===== src/rtl/mem_ctrl_arbiter_pkg.sv =====
// Shared types and constants for the byte-serial RAM port arbiter.
// Holds the FSM state encoding, access-length codes and the beat-count helper.
package mem_ctrl_arbiter_pkg;

  typedef enum logic [2:0] {
    ST_IDLE   = 3'd0,
    ST_IF_RD  = 3'd1,
    ST_MEM_RD = 3'd2,
    ST_MEM_WR = 3'd3,
    ST_DONE   = 3'd4
  } state_t;

  localparam logic [1:0] LEN_BYTE = 2'b00;
  localparam logic [1:0] LEN_HALF = 2'b01;
  localparam logic [1:0] LEN_WORD = 2'b11;

  localparam logic [2:0] BEATS_BYTE = 3'd1;
  localparam logic [2:0] BEATS_HALF = 3'd2;
  localparam logic [2:0] BEATS_WORD = 3'd4;

  // The illegal length code 2'b10 is served as a full word.
  function automatic logic [2:0] beat_count(input logic [1:0] len);
    case (len)
      LEN_BYTE: return BEATS_BYTE;
      LEN_HALF: return BEATS_HALF;
      LEN_WORD: return BEATS_WORD;
      default:  return BEATS_WORD;
    endcase
  endfunction

endpackage


===== src/rtl/mem_ctrl_arbiter.sv =====
// Shares the byte-wide RAM port between I-cache refill and MEM load/store,
// splitting each access into little-endian byte beats with stall-safe re-issue.
module mem_ctrl_arbiter
  import mem_ctrl_arbiter_pkg::*;
#(
  parameter int ADDR_W = 18
) (
  input  logic              clk_in,
  input  logic              rst_in,
  input  logic              rdy_in,
  input  logic              if_req_in,
  input  logic [ADDR_W-1:0] if_addr_in,
  input  logic              mem_req_in,
  input  logic              mem_we_in,
  input  logic [1:0]        mem_len_in,
  input  logic [ADDR_W-1:0] mem_addr_in,
  input  logic [31:0]       mem_wdata_in,
  input  logic [7:0]        ram_din_in,
  output logic [7:0]        ram_dout_out,
  output logic [ADDR_W-1:0] ram_a_out,
  output logic              ram_wr_out,
  output logic              if_done_out,
  output logic [31:0]       if_data_out,
  output logic              mem_done_out,
  output logic [31:0]       mem_data_out,
  output logic              mem_busy_out
);

  state_t            state_reg, state_next;
  logic [2:0]        iss_reg, iss_next;
  logic [2:0]        cap_reg, cap_next;
  logic [2:0]        nbeats_reg, nbeats_next;
  logic              v1_reg, v1_next;
  logic              v2_reg, v2_next;
  logic              stall_reg, stall_next;
  logic [ADDR_W-1:0] base_reg, base_next;
  logic [ADDR_W-1:0] ram_a_reg, ram_a_next;
  logic [31:0]       wdata_reg, wdata_next;
  logic [31:0]       asm_reg, asm_next;
  logic [31:0]       if_data_reg, if_data_next;
  logic [31:0]       mem_data_reg, mem_data_next;
  logic [7:0]        ram_dout_reg, ram_dout_next;
  logic              ram_wr_reg, ram_wr_next;
  logic              if_done_reg, if_done_next;
  logic              mem_done_reg, mem_done_next;
  logic              mem_busy_reg, mem_busy_next;

  logic [31:0]       merged;
  logic [2:0]        iss_eff;
  logic [7:0]        wr_byte;

  // Byte lane cap takes the returning RAM byte; the other lanes keep what was assembled.
  genvar gi;
  generate
    for (gi = 0; gi < 4; gi++) begin : g_lane
      assign merged[8*gi +: 8] = (cap_reg[1:0] == 2'(gi)) ? ram_din_in : asm_reg[8*gi +: 8];
    end
  endgenerate

  assign wr_byte = wdata_reg[{iss_reg[1:0], 3'b000} +: 8];

  // After a stall the reads that were in flight are lost, so issuing restarts at the capture point.
  assign iss_eff = stall_reg ? cap_reg : iss_reg;

  always_comb begin
    state_next    = state_reg;
    iss_next      = iss_reg;
    cap_next      = cap_reg;
    nbeats_next   = nbeats_reg;
    v1_next       = v1_reg;
    v2_next       = v2_reg;
    stall_next    = stall_reg;
    base_next     = base_reg;
    ram_a_next    = ram_a_reg;
    wdata_next    = wdata_reg;
    asm_next      = asm_reg;
    if_data_next  = if_data_reg;
    mem_data_next = mem_data_reg;
    ram_dout_next = ram_dout_reg;
    ram_wr_next   = ram_wr_reg;
    if_done_next  = if_done_reg;
    mem_done_next = mem_done_reg;
    mem_busy_next = mem_busy_reg;

    if (!rdy_in) begin
      stall_next = 1'b1;
    end else begin
      stall_next = 1'b0;
      case (state_reg)
        ST_IDLE: begin
          if (mem_req_in) begin
            state_next    = mem_we_in ? ST_MEM_WR : ST_MEM_RD;
            base_next     = mem_addr_in;
            wdata_next    = mem_wdata_in;
            nbeats_next   = beat_count(mem_len_in);
            ram_a_next    = mem_addr_in;
            iss_next      = 3'd1;
            cap_next      = 3'd0;
            asm_next      = '0;
            v1_next       = !mem_we_in;
            v2_next       = 1'b0;
            mem_busy_next = 1'b1;
            if (mem_we_in) begin
              ram_wr_next   = 1'b1;
              ram_dout_next = mem_wdata_in[7:0];
            end
          end else if (if_req_in) begin
            state_next  = ST_IF_RD;
            base_next   = if_addr_in;
            nbeats_next = BEATS_WORD;
            ram_a_next  = if_addr_in;
            iss_next    = 3'd1;
            cap_next    = 3'd0;
            asm_next    = '0;
            v1_next     = 1'b1;
            v2_next     = 1'b0;
          end
        end

        ST_IF_RD, ST_MEM_RD: begin
          if (state_reg == ST_IF_RD && !if_req_in) begin
            state_next = ST_IDLE;
            v1_next    = 1'b0;
            v2_next    = 1'b0;
          end else begin
            v2_next = v1_reg && !stall_reg;
            if (iss_eff < nbeats_reg) begin
              ram_a_next = base_reg + ADDR_W'(iss_eff);
              iss_next   = iss_eff + 3'd1;
              v1_next    = 1'b1;
            end else begin
              iss_next = iss_eff;
              v1_next  = 1'b0;
            end
            if (v2_reg && !stall_reg) begin
              asm_next = merged;
              cap_next = cap_reg + 3'd1;
              if (cap_reg == nbeats_reg - 3'd1) begin
                state_next = ST_DONE;
                v1_next    = 1'b0;
                v2_next    = 1'b0;
                if (state_reg == ST_IF_RD) begin
                  if_done_next = 1'b1;
                  if_data_next = merged;
                end else begin
                  mem_done_next = 1'b1;
                  mem_data_next = merged;
                end
              end
            end
          end
        end

        ST_MEM_WR: begin
          // The beat presented during the last cycle was written at this edge.
          cap_next = cap_reg + 3'd1;
          if (cap_reg == nbeats_reg - 3'd1) begin
            ram_wr_next   = 1'b0;
            mem_done_next = 1'b1;
            state_next    = ST_DONE;
          end else begin
            ram_a_next    = base_reg + ADDR_W'(iss_reg);
            ram_dout_next = wr_byte;
            iss_next      = iss_reg + 3'd1;
          end
        end

        ST_DONE: begin
          state_next    = ST_IDLE;
          if_done_next  = 1'b0;
          mem_done_next = 1'b0;
          mem_busy_next = 1'b0;
        end

        default: state_next = ST_IDLE;
      endcase
    end
  end

  always_ff @(posedge clk_in or posedge rst_in) begin
    if (rst_in) begin
      state_reg    <= ST_IDLE;
      iss_reg      <= '0;
      cap_reg      <= '0;
      nbeats_reg   <= '0;
      v1_reg       <= 1'b0;
      v2_reg       <= 1'b0;
      stall_reg    <= 1'b0;
      base_reg     <= '0;
      ram_a_reg    <= '0;
      wdata_reg    <= '0;
      asm_reg      <= '0;
      if_data_reg  <= '0;
      mem_data_reg <= '0;
      ram_dout_reg <= '0;
      ram_wr_reg   <= 1'b0;
      if_done_reg  <= 1'b0;
      mem_done_reg <= 1'b0;
      mem_busy_reg <= 1'b0;
    end else begin
      state_reg    <= state_next;
      iss_reg      <= iss_next;
      cap_reg      <= cap_next;
      nbeats_reg   <= nbeats_next;
      v1_reg       <= v1_next;
      v2_reg       <= v2_next;
      stall_reg    <= stall_next;
      base_reg     <= base_next;
      ram_a_reg    <= ram_a_next;
      wdata_reg    <= wdata_next;
      asm_reg      <= asm_next;
      if_data_reg  <= if_data_next;
      mem_data_reg <= mem_data_next;
      ram_dout_reg <= ram_dout_next;
      ram_wr_reg   <= ram_wr_next;
      if_done_reg  <= if_done_next;
      mem_done_reg <= mem_done_next;
      mem_busy_reg <= mem_busy_next;
    end
  end

  // A frozen write beat must not reach the RAM, so the strobe is gated by rdy.
  assign ram_wr_out   = ram_wr_reg && rdy_in;
  assign ram_a_out    = ram_a_reg;
  assign ram_dout_out = ram_dout_reg;
  assign if_done_out  = if_done_reg;
  assign if_data_out  = if_data_reg;
  assign mem_done_out = mem_done_reg;
  assign mem_data_out = mem_data_reg;
  assign mem_busy_out = mem_busy_reg;

endmodule


===== config.mk =====
export PLATFORM = sky130hd
export DESIGN_NAME = mem_ctrl_arbiter
export DESIGN_NICKNAME = d
export VERILOG_FILES = /design/src/rtl/mem_ctrl_arbiter_pkg.sv /design/src/rtl/mem_ctrl_arbiter.sv
export SDC_FILE = /design/constraint.sdc
export NUM_CORES = 1
export LEC_CHECK = 0
export ABC_AREA = 0
export CORE_MARGIN = 1.5
export CORE_UTILIZATION = 56
export CTS_CLUSTER_DIAMETER = 50
export DETAILED_ROUTE_END_ITERATION = 16
export GPL_TIMING_DRIVEN = 0
export PLACE_DENSITY = 0.85
export SLEW_MARGIN = 10
export SYNTH_ARGS = -nofsm -noshare
export SYNTH_HDL_FRONTEND = slang
export SYNTH_SLANG_ARGS = --single-unit

===== constraint.sdc =====
create_clock -name clk_in -period 16.1 [get_ports clk_in]
set_input_delay 4.025 -clock clk_in [delete_from_list [all_inputs] [get_ports clk_in]]
set_output_delay 4.025 -clock clk_in [all_outputs]
set_load 0.01 [all_outputs]

* Word-level counts from Yosys, hierarchy flattened
Index checks and enable logic that the tools add are counted.
** Word-level totals
- Register bits after elaboration :: 191
- Word-level logic and storage cells :: 153
** Operators by class
- $add $sub $neg :: 6
- Magnitude comparators :: 1
- Bitwise gates (word level) :: 2
- Equal/unequal tests :: 21
- Muxes and demuxes :: 71
- Shift-type cells :: 1
- Reductions and logical operators :: 33
** Operators with widths (number)
- 32-bit 2-to-1 mux :: 4
- 18-bit 2-to-1 mux :: 5
- 32-bit case mux with 2 select lines :: 1
- 8-bit 2-to-1 mux :: 7
- 18-bit case mux with 3 select lines :: 1
- 3-bit 2-to-1 mux :: 16
- 18-bit by 3-bit adder with 18-bit output :: 2
- 32-bit by 6-bit indexed part select with 8-bit output :: 1
- 3-bit case mux with 3 select lines :: 3
- 1-bit 2-to-1 mux :: 26
- 5-bit AND reduction :: 5
- 6-bit AND reduction :: 4
- 2-bit inequality test (second input constant) :: 10
- 8-bit case mux with 2 select lines :: 1
- 3-bit AND reduction :: 5
- 1-bit case mux with 2 select lines :: 5
- 2-bit nonzero test :: 5
- 3-bit by 1-bit adder with 3-bit output (second input constant) :: 3
- 7-bit AND reduction :: 1
- 3-bit by 2-bit equality test with 1-bit output (second input constant) :: 2
- 3-bit inequality test (second input constant) :: 2
- 3-bit case mux with 2 select lines :: 1
- 3-bit nonzero test :: 2
- 2-bit by 1-bit equality test with 1-bit output (second input constant) :: 2
- other kinds (13) :: 21

* Longest topological paths before layout
- Depth in word-level cells :: 7
- Mapped depth :: 13
- Depth with buffers taken out :: 11

* Worst setup path before layout
OpenSTA, ideal clock, no wires.
- Path type :: input port to output port
- Start point :: input port rdy_in
- End point :: output port ram_wr_out
- Data arrival time :: 4465 ps
- Path buffers :: 1
- Stages on the path :: 2
- Path slack :: 7610 ps
- Cells stage by stage :: clkbuf_1 -> and2_1
** Between the ends
- Cells in the longest elaborated chain, start to end :: 1
** Ends and longest elaborated chain
- from (decl) :: line mem_ctrl_arbiter.sv:10 : input logic rdy_in,
- 1-bit logical AND :: line mem_ctrl_arbiter.sv:223 : assign ram_wr_out = ram_wr_reg && rdy_in;
- to (decl) :: line mem_ctrl_arbiter.sv:21 : output logic ram_wr_out,
No other way between the ends.

* Worst setup path in the final report
Same ends and word-level chain as after synthesis.

==> qor.yml <==
clock_path_buffers: 2
hp-class: "reg -> reg"
cts_buffers: 17
clock_latency_ns: 0.43
grt_pass1_wl_um: 36500
syn_nets: 846
drtIter0Drc: 409
async_flop_share_pct: 100
htreeDepth: 4
start_kind: "input pin"
crit_path_max_incr_delay_ns: 0.56
arrival_ns: 5.64
drt-total-wl_um: 22200
wl_per_cell_um: 18.9
clkSinkCount: 191
die_y_um: 131
synth_warnings: 0
rows: 46
multi_input_area_um2: 4120
cpMostUsedCell: "clkdlybuf4s50_1"
worstPathCellList: "clkdlybuf4s50_1, clkbuf_1, and2_1, clkdlybuf4s50_1"
hpwl_um: 16000
pwr_density_cell_nw_per_um2: 167
maxSlewHeadroom_pct: 40.5
grt_pass1_vias: 6762
end_kind: "output pin"
cap_violations: 0
synthDistinctLibCells: 61
leakage_nw: 5.45
core_um2: 16000
cp_slowest_cell: "clkdlybuf4s50_1"
num_antenna_cells: 0
port_buffers: 176
design_area_um2: 11900
drc: 0
grt_overflow: 0
ctsResizeCount: 0
synth_edf_count: 0
hold_ws_ns: 0.480
dr.max_layer_used: "met4"
postRouteAntennaNets: 0
dr.pass1.iters: 5
netlist_area_um2: 9230
antenna_found_initial: 0
die_area_um2: 17300
fin_skew_ns: 0.0146
gp_congestion: 0.909
worst_pin_slew_ns: 0.892
drive_gt1_share_pct: 20.6
place_ws_ns: 6.46
cts_tree: "built"
rsz0062_at_grt: "false"
synth_flop_cell: "dfrtp_1"
fin_nets: 1042
synth_top_area_cell: "dfrtp_1"
via_per_inst: 5.72
irDropWorstVdd_mv: 0.108
finalSetupViolCount: 0
ys_seq_area_share_pct: 51.8
crit_family: "buffers and inverters"
chipWidth_um: 131
clkSlewWorstSetupHoldPaths_ns: 0.07
hold_viol: 0
period_needed_ns: 9.66
regArea_um2: 4780
ys_seq_elements: 191
dr_wl_met3_um: 1240
path_class: "in -> out"
yosysTopAreaCellShare_pct: 51.8
cts_root_buf: "clkbuf_16"
syn_area_per_cell_um2: 12.3
hold_buffers: 0
wl_met1_um: 9570
crit_fanout: 10
fill_cells: 1136
cp.required_ns: 12.07
tns_ns: 0
wl_met2_um: 11000
outcome: "completed"
grt_start_max_net_pins: 98
syn_to_final_growth_pct: 28.6
max_freq_ghz: 0.104
drv_slew: 0
fin_crit_sh_pct: 60.0
syn_inst: 749
crit_buf_inv: 3
ys_top_cells_by_area: "dfrtp_1 (52%), mux2_2 (13%), mux2_4 (4.7%), mux2i_1 (3.3%), a22o_1 (3.2%)"
setup_slack_ns: 6.44
grtUsageTotal_pct: 26.9
vias: 6711
place_area_um2: 11300
postCtsSetupRepairBufs: 0
floorplan.initialDensity_pct: 57.7
pin_count: 178
## worst reg2reg max path: stages (launching register included)
cell       delay, ns
dfrtp_1         0.40
buf_1           0.37
nand3b_1        0.30
clkbuf_1        0.35
buf_2           0.32
a21oi_1         0.20
ha_1            0.19
inv_1           0.05
fa_1            0.40
nor2b_1         0.36
o2111ai_1       0.26
xnor2_1         0.19
a21oi_1         0.27
o21ai_0         0.11
## worst paths after layout
kind / start / end / slack, ns / depth (start not counted)
worst min register to register: ram_a_out[6] / ram_a_out[6] / 0.48 / 2
worst min-delay path: ram_a_out[6] / ram_a_out[6] / 0.48 / 2
worst max-delay path: rdy_in / ram_wr_out / 6.44 / 4
max in group asynchronous: rst_in / if_done_out / 11.11 / 3
worst max register to register: state_reg[0] / ram_a_out[12] / 12.21 / 13
min in group asynchronous: rst_in / if_data_out[29] / 4.11 / 2
## cells in the mapped netlist, types with 3 or more instances
master,number
buf_2,5
buf_6,5
xnor2_1,9
dfrtp_1,191
or3_1,3
a21oi_1,42
a211oi_1,5
o2111ai_1,4
o21ai_1,4
o21ai_0,38
mux4_2,8
mux2_4,29
mux2i_1,30
nor2b_1,4
clkbuf_1,29
inv_1,17
buf_12,3
or2_2,4
nor2_1,48
buf_1,3
and4_1,4
nand2b_1,5
ha_1,12
o31ai_1,5
a22o_1,34
nand2_1,39
a31oi_1,3
nand4_1,3
and3_1,6
nand3_1,11
nor3_1,3
nand3b_1,4
xor2_1,4
mux2_2,103
## final cells by class
| cell class | instances | share of cell area [%] |
|---|---|---|
| Clock buffer | 19 | 3.82 |
| Timing Repair Buffer | 177 | 15.1 |
| Inverter | 17 | 0.601 |
| Buffer | 45 | 2.20 |
| Tap cell | 216 | 2.28 |
| Sequential cell | 191 | 40.3 |
| Clock inverter | 13 | 0.981 |
| Multi-Input combinational cell | 496 | 34.7 |
## routing by layer
| layer | track usage [%] | vias to the layer above |
|---|---|---|
| li1 | - | 3112 |
| met1 | 35.7 | 3339 |
| met2 | 44.9 | 234 |
| met3 | 5.59 | 26 |
| met4 | 7.84 | 0 |
| met5 | 0 | - |
## power by group
group / total [mW] / leakage, nW / internal [mW] / switching [mW]
combinational: 0.841 / 2.72 / 0.404 / 0.437
clock: 0.408 / 0.281 / 0.212 / 0.196
sequential: 0.731 / 2.45 / 0.628 / 0.103
## cells in the final DEF, fill, tap and decap left out, types with 4 or more instances in the layout
cell,netlist,final
a211oi_1,5,5
a21oi_1,42,42
a22o_1,34,34
and3_1,6,6
and4_1,4,4
buf_2,5,5
buf_6,5,5
clkbuf_1,29,29
clkbuf_16,0,17
clkdlybuf4s50_1,0,176
dfrtp_1,191,191
ha_1,12,12
inv_1,17,16
inv_6,0,5
inv_8,0,4
mux2_2,103,103
mux2_4,29,29
mux2i_1,30,30
mux4_2,8,8
nand2_1,39,39
nand2b_1,5,5
nand3_1,11,11
nand3b_1,4,4
nor2_1,48,48
nor2b_1,4,4
o2111ai_1,4,4
o21ai_0,38,38
o21ai_1,4,4
o31ai_1,5,5
or2_2,4,4
xnor2_1,9,9
xor2_1,4,4
## logic make-up (layout without fill, tap and decap cells)
logic type	count (synthesis)	count (layout)	synth area share (%)
flip-flops	191	191	51.8
multiplexers	170	170	22.5
AO/OA/AOI/OAI	156	156	11.4
adder cells (fa/ha/maj)	14	14	1.95
XOR/XNOR	14	14	1.48
AND/OR/NAND/NOR	142	142	7.38
buffers and inverters	62	271	3.53
## metrics by stage
| step | std cells | power [mW] | utilization (%) |
|---|---|---|---|
| 3_5_place_dp | 1142 | 1.57 | 70.6 |
| 6_report | 1174 | 1.98 | 74.1 |
| 5_1_grt | 1174 | 2.10 | 74.1 |
| 3_3_place_gp | 1141 | 1.54 | 70.4 |
| 2_1_floorplan | 749 | 1.28 | - |
| 4_1_cts | 1174 | 1.98 | 74.1 |
Power figures use the tool's default switching activity.
